## src/rtl/mult_div_unit_if.sv

```systemverilog
// Handshake/result bundle between the execute stage and mult_div_unit.
// master: execute stage (drives requests). slave: the multiply/divide engine.
interface mult_div_unit_if;
  logic        start;
  logic [1:0]  op;
  logic [31:0] operand_a;
  logic [31:0] operand_b;
  logic        busy;
  logic        done;
  logic        HI_write_enable;
  logic [31:0] HI_write_data;
  logic        LO_write_enable;
  logic [31:0] LO_write_data;

  modport master (
    output start, op, operand_a, operand_b,
    input  busy, done, HI_write_enable, HI_write_data, LO_write_enable, LO_write_data
  );

  modport slave (
    input  start, op, operand_a, operand_b,
    output busy, done, HI_write_enable, HI_write_data, LO_write_enable, LO_write_data
  );
endinterface

```

## src/rtl/mult_div_unit.sv

```systemverilog
// Multi-cycle MULT/MULTU/DIV/DIVU engine producing HI/LO register write-back.
// Multiply: full 64-bit product, MULT_STAGES cycles from accept to write pulse.
// Divide: radix-2 restoring on magnitudes, 32 iterations plus a sign-fix cycle.
// Optional macro DIV_ZERO_BYPASS_EN: divide by zero skips the iterations and
// goes straight to the fix cycle (same result values, shorter latency).
module mult_div_unit #(
  parameter int MULT_STAGES = 2
) (
  input  logic            clk,
  input  logic            reset,
  mult_div_unit_if.slave  bus
);

`ifdef DIV_ZERO_BYPASS_EN
  localparam bit DIV0_BYPASS = 1'b1;
`else
  localparam bit DIV0_BYPASS = 1'b0;
`endif

  localparam logic [5:0] MUL_LAST = 6'(MULT_STAGES - 1);
  localparam logic [5:0] DIV_LAST = 6'd31;

  typedef enum logic [1:0] {IDLE, MUL, DIV, FIX} state_t;

  state_t      state, state_nxt;
  logic        fin;
  logic [5:0]  cnt;
  logic        uns_q;          // MULTU/DIVU
  logic [31:0] a_q, b_q;       // raw latched operands
  logic [31:0] rem, quo, dvs;  // divider working registers (magnitudes)
  logic        neg_q, neg_r;   // quotient / remainder need negation
  logic        done_q;
  logic [31:0] hi_q, lo_q;

  // Request-side sign handling: only signed ops take magnitudes.
  logic        a_neg, b_neg;
  logic [31:0] a_mag, b_mag;
  assign a_neg = ~bus.op[0] & bus.operand_a[31];
  assign b_neg = ~bus.op[0] & bus.operand_b[31];
  assign a_mag = a_neg ? (32'd0 - bus.operand_a) : bus.operand_a;
  assign b_mag = b_neg ? (32'd0 - bus.operand_b) : bus.operand_b;

  // Full product of the latched operands; sign extension to 64 bits makes the
  // truncated 64x64 product correct for both signed and unsigned operands.
  logic [63:0] ext_a, ext_b, prod_c, prod_fin;
  assign ext_a  = uns_q ? {32'd0, a_q} : {{32{a_q[31]}}, a_q};
  assign ext_b  = uns_q ? {32'd0, b_q} : {{32{b_q[31]}}, b_q};
  assign prod_c = ext_a * ext_b;

  generate
    if (MULT_STAGES == 1) begin : g_nopipe
      assign prod_fin = prod_c;
    end else begin : g_pipe
      logic [MULT_STAGES-1:1][63:0] pipe;
      // Product pipeline; operands stay stable for the whole MUL state.
      always_ff @(posedge clk or posedge reset) begin
        if (reset) begin
          pipe <= '0;
        end else begin
          pipe[1] <= prod_c;
          for (int k = 2; k < MULT_STAGES; k++) pipe[k] <= pipe[k-1];
        end
      end
      assign prod_fin = pipe[MULT_STAGES-1];
    end
  endgenerate

  // One restoring-division step: shift in next dividend bit, try subtract.
  logic [32:0] r_sh, diff;
  logic [31:0] rem_nxt, quo_nxt;
  always_comb begin
    r_sh = {rem, quo[31]};
    diff = r_sh - {1'b0, dvs};
    if (!diff[32]) begin
      rem_nxt = diff[31:0];
      quo_nxt = {quo[30:0], 1'b1};
    end else begin
      rem_nxt = r_sh[31:0];
      quo_nxt = {quo[30:0], 1'b0};
    end
  end

  // State register.
  always_ff @(posedge clk or posedge reset) begin
    if (reset) state <= IDLE;
    else       state <= state_nxt;
  end

  // Next-state logic; fin marks the edge that writes results.
  always_comb begin
    state_nxt = state;
    fin       = 1'b0;
    case (state)
      IDLE: if (bus.start) begin
        if (!bus.op[1])                           state_nxt = MUL;
        else if (DIV0_BYPASS && bus.operand_b == '0) state_nxt = FIX;
        else                                      state_nxt = DIV;
      end
      MUL: if (cnt == MUL_LAST) begin
        state_nxt = IDLE;
        fin       = 1'b1;
      end
      DIV: if (cnt == DIV_LAST) state_nxt = FIX;
      FIX: begin
        state_nxt = IDLE;
        fin       = 1'b1;
      end
      default: state_nxt = IDLE;
    endcase
  end

  // Datapath: latch on accept, iterate, and register results on completion.
  always_ff @(posedge clk or posedge reset) begin
    if (reset) begin
      cnt    <= '0;
      uns_q  <= 1'b0;
      a_q    <= '0;
      b_q    <= '0;
      rem    <= '0;
      quo    <= '0;
      dvs    <= '0;
      neg_q  <= 1'b0;
      neg_r  <= 1'b0;
      done_q <= 1'b0;
      hi_q   <= '0;
      lo_q   <= '0;
    end else begin
      done_q <= fin;
      case (state)
        IDLE: if (bus.start) begin
          cnt   <= '0;
          uns_q <= bus.op[0];
          a_q   <= bus.operand_a;
          b_q   <= bus.operand_b;
          rem   <= '0;
          quo   <= a_mag;
          dvs   <= b_mag;
          neg_q <= a_neg ^ b_neg;
          neg_r <= a_neg;
        end
        MUL: begin
          cnt <= cnt + 6'd1;
          if (cnt == MUL_LAST) begin
            hi_q <= prod_fin[63:32];
            lo_q <= prod_fin[31:0];
          end
        end
        DIV: begin
          cnt <= cnt + 6'd1;
          rem <= rem_nxt;
          quo <= quo_nxt;
        end
        FIX: begin
          // Divide by zero: HI returns the dividend, LO all ones.
          if (b_q == '0) begin
            hi_q <= a_q;
            lo_q <= '1;
          end else begin
            hi_q <= neg_r ? (32'd0 - rem) : rem;
            lo_q <= neg_q ? (32'd0 - quo) : quo;
          end
        end
        default: ;
      endcase
    end
  end

  assign bus.busy            = (state != IDLE);
  assign bus.done            = done_q;
  assign bus.HI_write_enable = done_q;
  assign bus.LO_write_enable = done_q;
  assign bus.HI_write_data   = hi_q;
  assign bus.LO_write_data   = lo_q;

endmodule

```

## src/flat_wrapper.sv

```systemverilog
// flat-port wrapper written by rule: the top's interface ports become plain ports
module mult_div_unit_flat 
#(
  parameter int MULT_STAGES = 2
)
  (clk, reset, bus_start, bus_op, bus_operand_a, bus_operand_b, bus_busy, bus_done, bus_HI_write_enable, bus_HI_write_data, bus_LO_write_enable, bus_LO_write_data);
  mult_div_unit_if bus_i ();
  input  logic clk;
  input  logic reset;
  input wire logic [$bits(bus_i.start)-1:0] bus_start;
  input wire logic [$bits(bus_i.op)-1:0] bus_op;
  input wire logic [$bits(bus_i.operand_a)-1:0] bus_operand_a;
  input wire logic [$bits(bus_i.operand_b)-1:0] bus_operand_b;
  output wire logic [$bits(bus_i.busy)-1:0] bus_busy;
  output wire logic [$bits(bus_i.done)-1:0] bus_done;
  output wire logic [$bits(bus_i.HI_write_enable)-1:0] bus_HI_write_enable;
  output wire logic [$bits(bus_i.HI_write_data)-1:0] bus_HI_write_data;
  output wire logic [$bits(bus_i.LO_write_enable)-1:0] bus_LO_write_enable;
  output wire logic [$bits(bus_i.LO_write_data)-1:0] bus_LO_write_data;
  assign bus_i.start = bus_start;
  assign bus_i.op = bus_op;
  assign bus_i.operand_a = bus_operand_a;
  assign bus_i.operand_b = bus_operand_b;
  assign bus_busy = bus_i.busy;
  assign bus_done = bus_i.done;
  assign bus_HI_write_enable = bus_i.HI_write_enable;
  assign bus_HI_write_data = bus_i.HI_write_data;
  assign bus_LO_write_enable = bus_i.LO_write_enable;
  assign bus_LO_write_data = bus_i.LO_write_data;
  mult_div_unit #(.MULT_STAGES(MULT_STAGES)) u_core (.clk(clk), .reset(reset), .bus(bus_i));
endmodule
```

## config.mk

```make
export PLATFORM = sky130hd
export DESIGN_NAME = mult_div_unit_flat
export DESIGN_NICKNAME = d
export VERILOG_FILES = /design/src/rtl/mult_div_unit_if.sv /design/src/rtl/mult_div_unit.sv /design/src/flat_wrapper.sv
export SDC_FILE = /design/constraint.sdc
export NUM_CORES = 2
export LEC_CHECK = 0
export ABC_AREA = 1
export CAP_MARGIN = 30
export CORE_ASPECT_RATIO = 0.6
export CORE_UTILIZATION = 60
export DETAILED_ROUTE_END_ITERATION = 12
export PLACE_DENSITY = 0.77
export SETUP_SLACK_MARGIN = 0.3
export SLEW_MARGIN = 25
export SYNTH_ARGS = -nofsm -noshare
export SYNTH_HDL_FRONTEND = slang
export SYNTH_SLANG_ARGS = --single-unit
```

## constraint.sdc

```tcl
create_clock -name clk -period 13.3 [get_ports clk]
set_input_delay 2.66 -clock clk [delete_from_list [all_inputs] [get_ports clk]]
set_output_delay 2.66 -clock clk [all_outputs]
set_load 0.02 [all_outputs]
```

==> flow_metrics.tcl <==
set metrics [dict create \
    status "finished, final reports clean" \
    ioPinCount 137 \
    ant_nets 0 \
    critPathArrivalTime_ps 10490 \
    routed_wl_um 225000 \
    root_buffer "clkbuf_16" \
    yosys_warnings 0 \
    core.rowCount 94 \
    synthTopCellsByArea "fa_1 (42%), inv_1 (14%), dfrtp_1 (11%)" \
    hold_path_class "flip-flop to flip-flop" \
    layout-drive-gt1-share_pct 2.55 \
    numCtsBuffers 27 \
    finalCritPeriodShare_pct 75.1 \
    grt_pass1_vias 57060 \
    syn_avg_cell_area_sq_um 7.91 \
    netlist_area_sq_mm 0.0672 \
    htreeDepth 1 \
    fmax_ghz 0.100 \
    ctsResizeCount 0 \
    core_region_area_sq_mm 0.110 \
    place.gp.congestion 1.07 \
    synth_cell_types 55 \
    cts_tree "built" \
    slew_headroom_pct 30.6 \
    fillCellCount 9614 \
    grt_pass1_wl_um 346000 \
    synthCells 8500 \
    nets 10256 \
    crit_buf_inv 9 \
    yosys.area_share.adder_pct 48.8 \
    synth.area.mux_share_pct 0.0149 \
    path_class "flip-flop to flip-flop" \
    crit_slowest_cell "fa_1" \
    setup_viol 0 \
    fin_skew_ps 33.0 \
    cts_hold_buf 0 \
    tightestPinTransition_ps 1030 \
    period_minus_slack_ps 9990 \
    clk_latency_ps 610 \
    drtIter0Drc 6578 \
    worstSetupEndpointType "flip-flop" \
    firstDrtPassIters 6 \
    path_max_fanout 28 \
    yosysSeqAreaShare_pct 11.1 \
    crit_family "adder cells" \
    crit_top_cell "fa_1" \
    track_usage_pct 41.1 \
    setup_tns_ps 0 \
    syn_to_final_growth_pct 5.43 \
    synth.largest_area_cell "fa_1" \
    dpl.hpwl_um 181000 \
    synth_top_cell_area_share_pct 42.2 \
    io_buffers 136 \
    synth-seq-cells 299 \
    maxCapViolCount 0 \
    clk_pin_slew_ps 80 \
    die_height_um 261 \
    grt_max_degree 124 \
    final_cells 9924 \
    synth_edf_count 0 \
    cpPeakStageDelay_ps 980 \
    async_flop_share_pct 100 \
    cp-start-kind "flip-flop" \
    final_util_pct 64.2 \
    grt_setup_unrepaired "false" \
    wl_per_cell_um 22.7 \
    hold_viol 0 \
    place_ws_ps 3480 \
    synth_compound_area_share_pct 5.82 \
    slew_viol_final 0 \
    syn-num-nets 10342 \
    drt-vias-per-instance 5.64 \
    dieArea_sq_mm 0.113 \
    worstPathRequired_ps 13800 \
    clk_path_buf_depth 3 \
    initial_core_util_pct 60.9 \
    synthXorXnorAreaFrac_pct 1.81 \
    synth_ff_type "dfrtp_1" \
    grt_overflow_total 0 \
    synthSimpleGateAreaFrac_pct 16.3 \
    post_cts_buffers 0 \
    die_x_um 434 \
    cts_num_sinks 299 \
    dp.cells 9871 \
    dr_total_vias 55944 \
    drcViolationCount 0 \
    antenna_found_initial 9 \
    synth_top_family_by_area "adder cells" \
    layout_setup_ws_ps 3310 \
]
## cell type report
cell class | count | area [sq um] | area share, %
flip-flops and latches | 299 | 7490 | 10.6
clock inverters | 17 | 289 | 0.408
multi-input cells | 5357 | 49000 | 69.1
repair buffers | 242 | 2200 | 3.11
inverters | 2487 | 9350 | 13.2
diodes | 3 | 7.51 | 0.0106
well taps | 1488 | 1860 | 2.63
clock buffers | 31 | 711 | 1.00
## stage by stage
step,hold slack [ps],area (sq um)
2_1_floorplan,425,67200
3_3_place_gp,464,69800
3_5_place_dp,467,69800
4_1_cts,485,70800
5_1_grt,509,70900
6_report,483,70900
## Yosys cell counts, types with 5 or more instances
cell / n
inv_1: 2479
dfrtp_1: 299
xnor2_1: 39
o211ai_1: 54
inv_2: 6
nor3_2: 7
buf_6: 11
nand3_1: 220
nand3b_1: 8
o21ai_1: 32
ha_1: 357
o21ai_2: 5
xor2_1: 100
or2_2: 9
nand4_1: 27
o21ai_0: 236
nor2_2: 6
nor2_1: 458
a21oi_1: 257
o221ai_1: 20
nor4_1: 13
o21a_1: 15
nor3_1: 37
a21o_1: 15
fa_1: 1416
o21bai_1: 16
nand2_1: 1943
a21boi_0: 5
buf_2: 27
a31oi_1: 24
buf_1: 20
nand2_2: 5
clkbuf_1: 295
## kinds of logic after synthesis
logic type                 count (synthesis)
DFF                                      299
adders and majority gates               1773
buffers and inverters                   2844
muxes                                      1
xor gates and xnor gates                 139
AOI/OAI and AO/OA                        694
and+or+nand+nor                         2750
## placed cells by master, fill, tap and decap left out, types with 32 or more instances in the layout
master,netlist,layout
a21oi_1,257,257
buf_4,4,103
clkdlybuf4s50_1,0,136
dfrtp_1,299,294
fa_1,1416,1416
ha_1,357,356
inv_1,2479,2478
nand2_1,1943,1941
nand3_1,220,220
nor2_1,458,456
nor3_1,37,37
o211ai_1,54,54
o21ai_0,236,236
o21ai_1,32,32
xnor2_1,39,39
xor2_1,100,100
## metal layers
layer	up-vias	share of wire (%)	routed length [um]	GRT usage, %
met5	-	0.026	58	0
met4	8	3.9	8830	13.0
met3	542	15	33500	13.5
met2	3719	40	90600	57.2
met1	27498	41	91800	60.8
li1	24177	-	-	-
## worst paths after layout
| path | startpoint | endpoint | slack, ps | depth (start not counted) |
|---|---|---|---|---|
| setup reg to reg | u_core.uns_q | u_core.g_pipe.pipe[63] | 3310 | 29 |
| setup / recovery | u_core.uns_q | u_core.g_pipe.pipe[63] | 3310 | 29 |
| hold / removal | u_core.bus.LO_write_data[29] | u_core.bus.LO_write_data[29] | 480 | 2 |
| hold reg to reg | u_core.bus.LO_write_data[29] | u_core.bus.LO_write_data[29] | 480 | 2 |
| max in group asynchronous | reset | u_core.b_q[30] | 8360 | 5 |
| min in group asynchronous | reset | u_core.g_pipe.pipe[7] | 2450 | 2 |
## worst register-to-register path, delay by kind of cell (launching register included)
kind	cells	cell delay [ps]
buf+inv	9	1610
compound gates	1	200
flops	1	770
fa+ha+maj	11	5880
simple gates	8	1440
## flip-flops by register name (all words and copies together) (netlist names), 2 cells and up
register / count
u_core.g_pipe.pipe: 64
u_core.a_q: 32
u_core.bus.HI_write_data: 32
u_core.bus.LO_write_data: 32
u_core.dvs: 32
u_core.quo: 32
u_core.rem: 32
u_core.b_q: 31
u_core.cnt: 6
u_core.state: 2
Power is left out: the tool's default activity adds up to more than one toggle a clock period on the data nets, which glitch-free logic cannot reach.
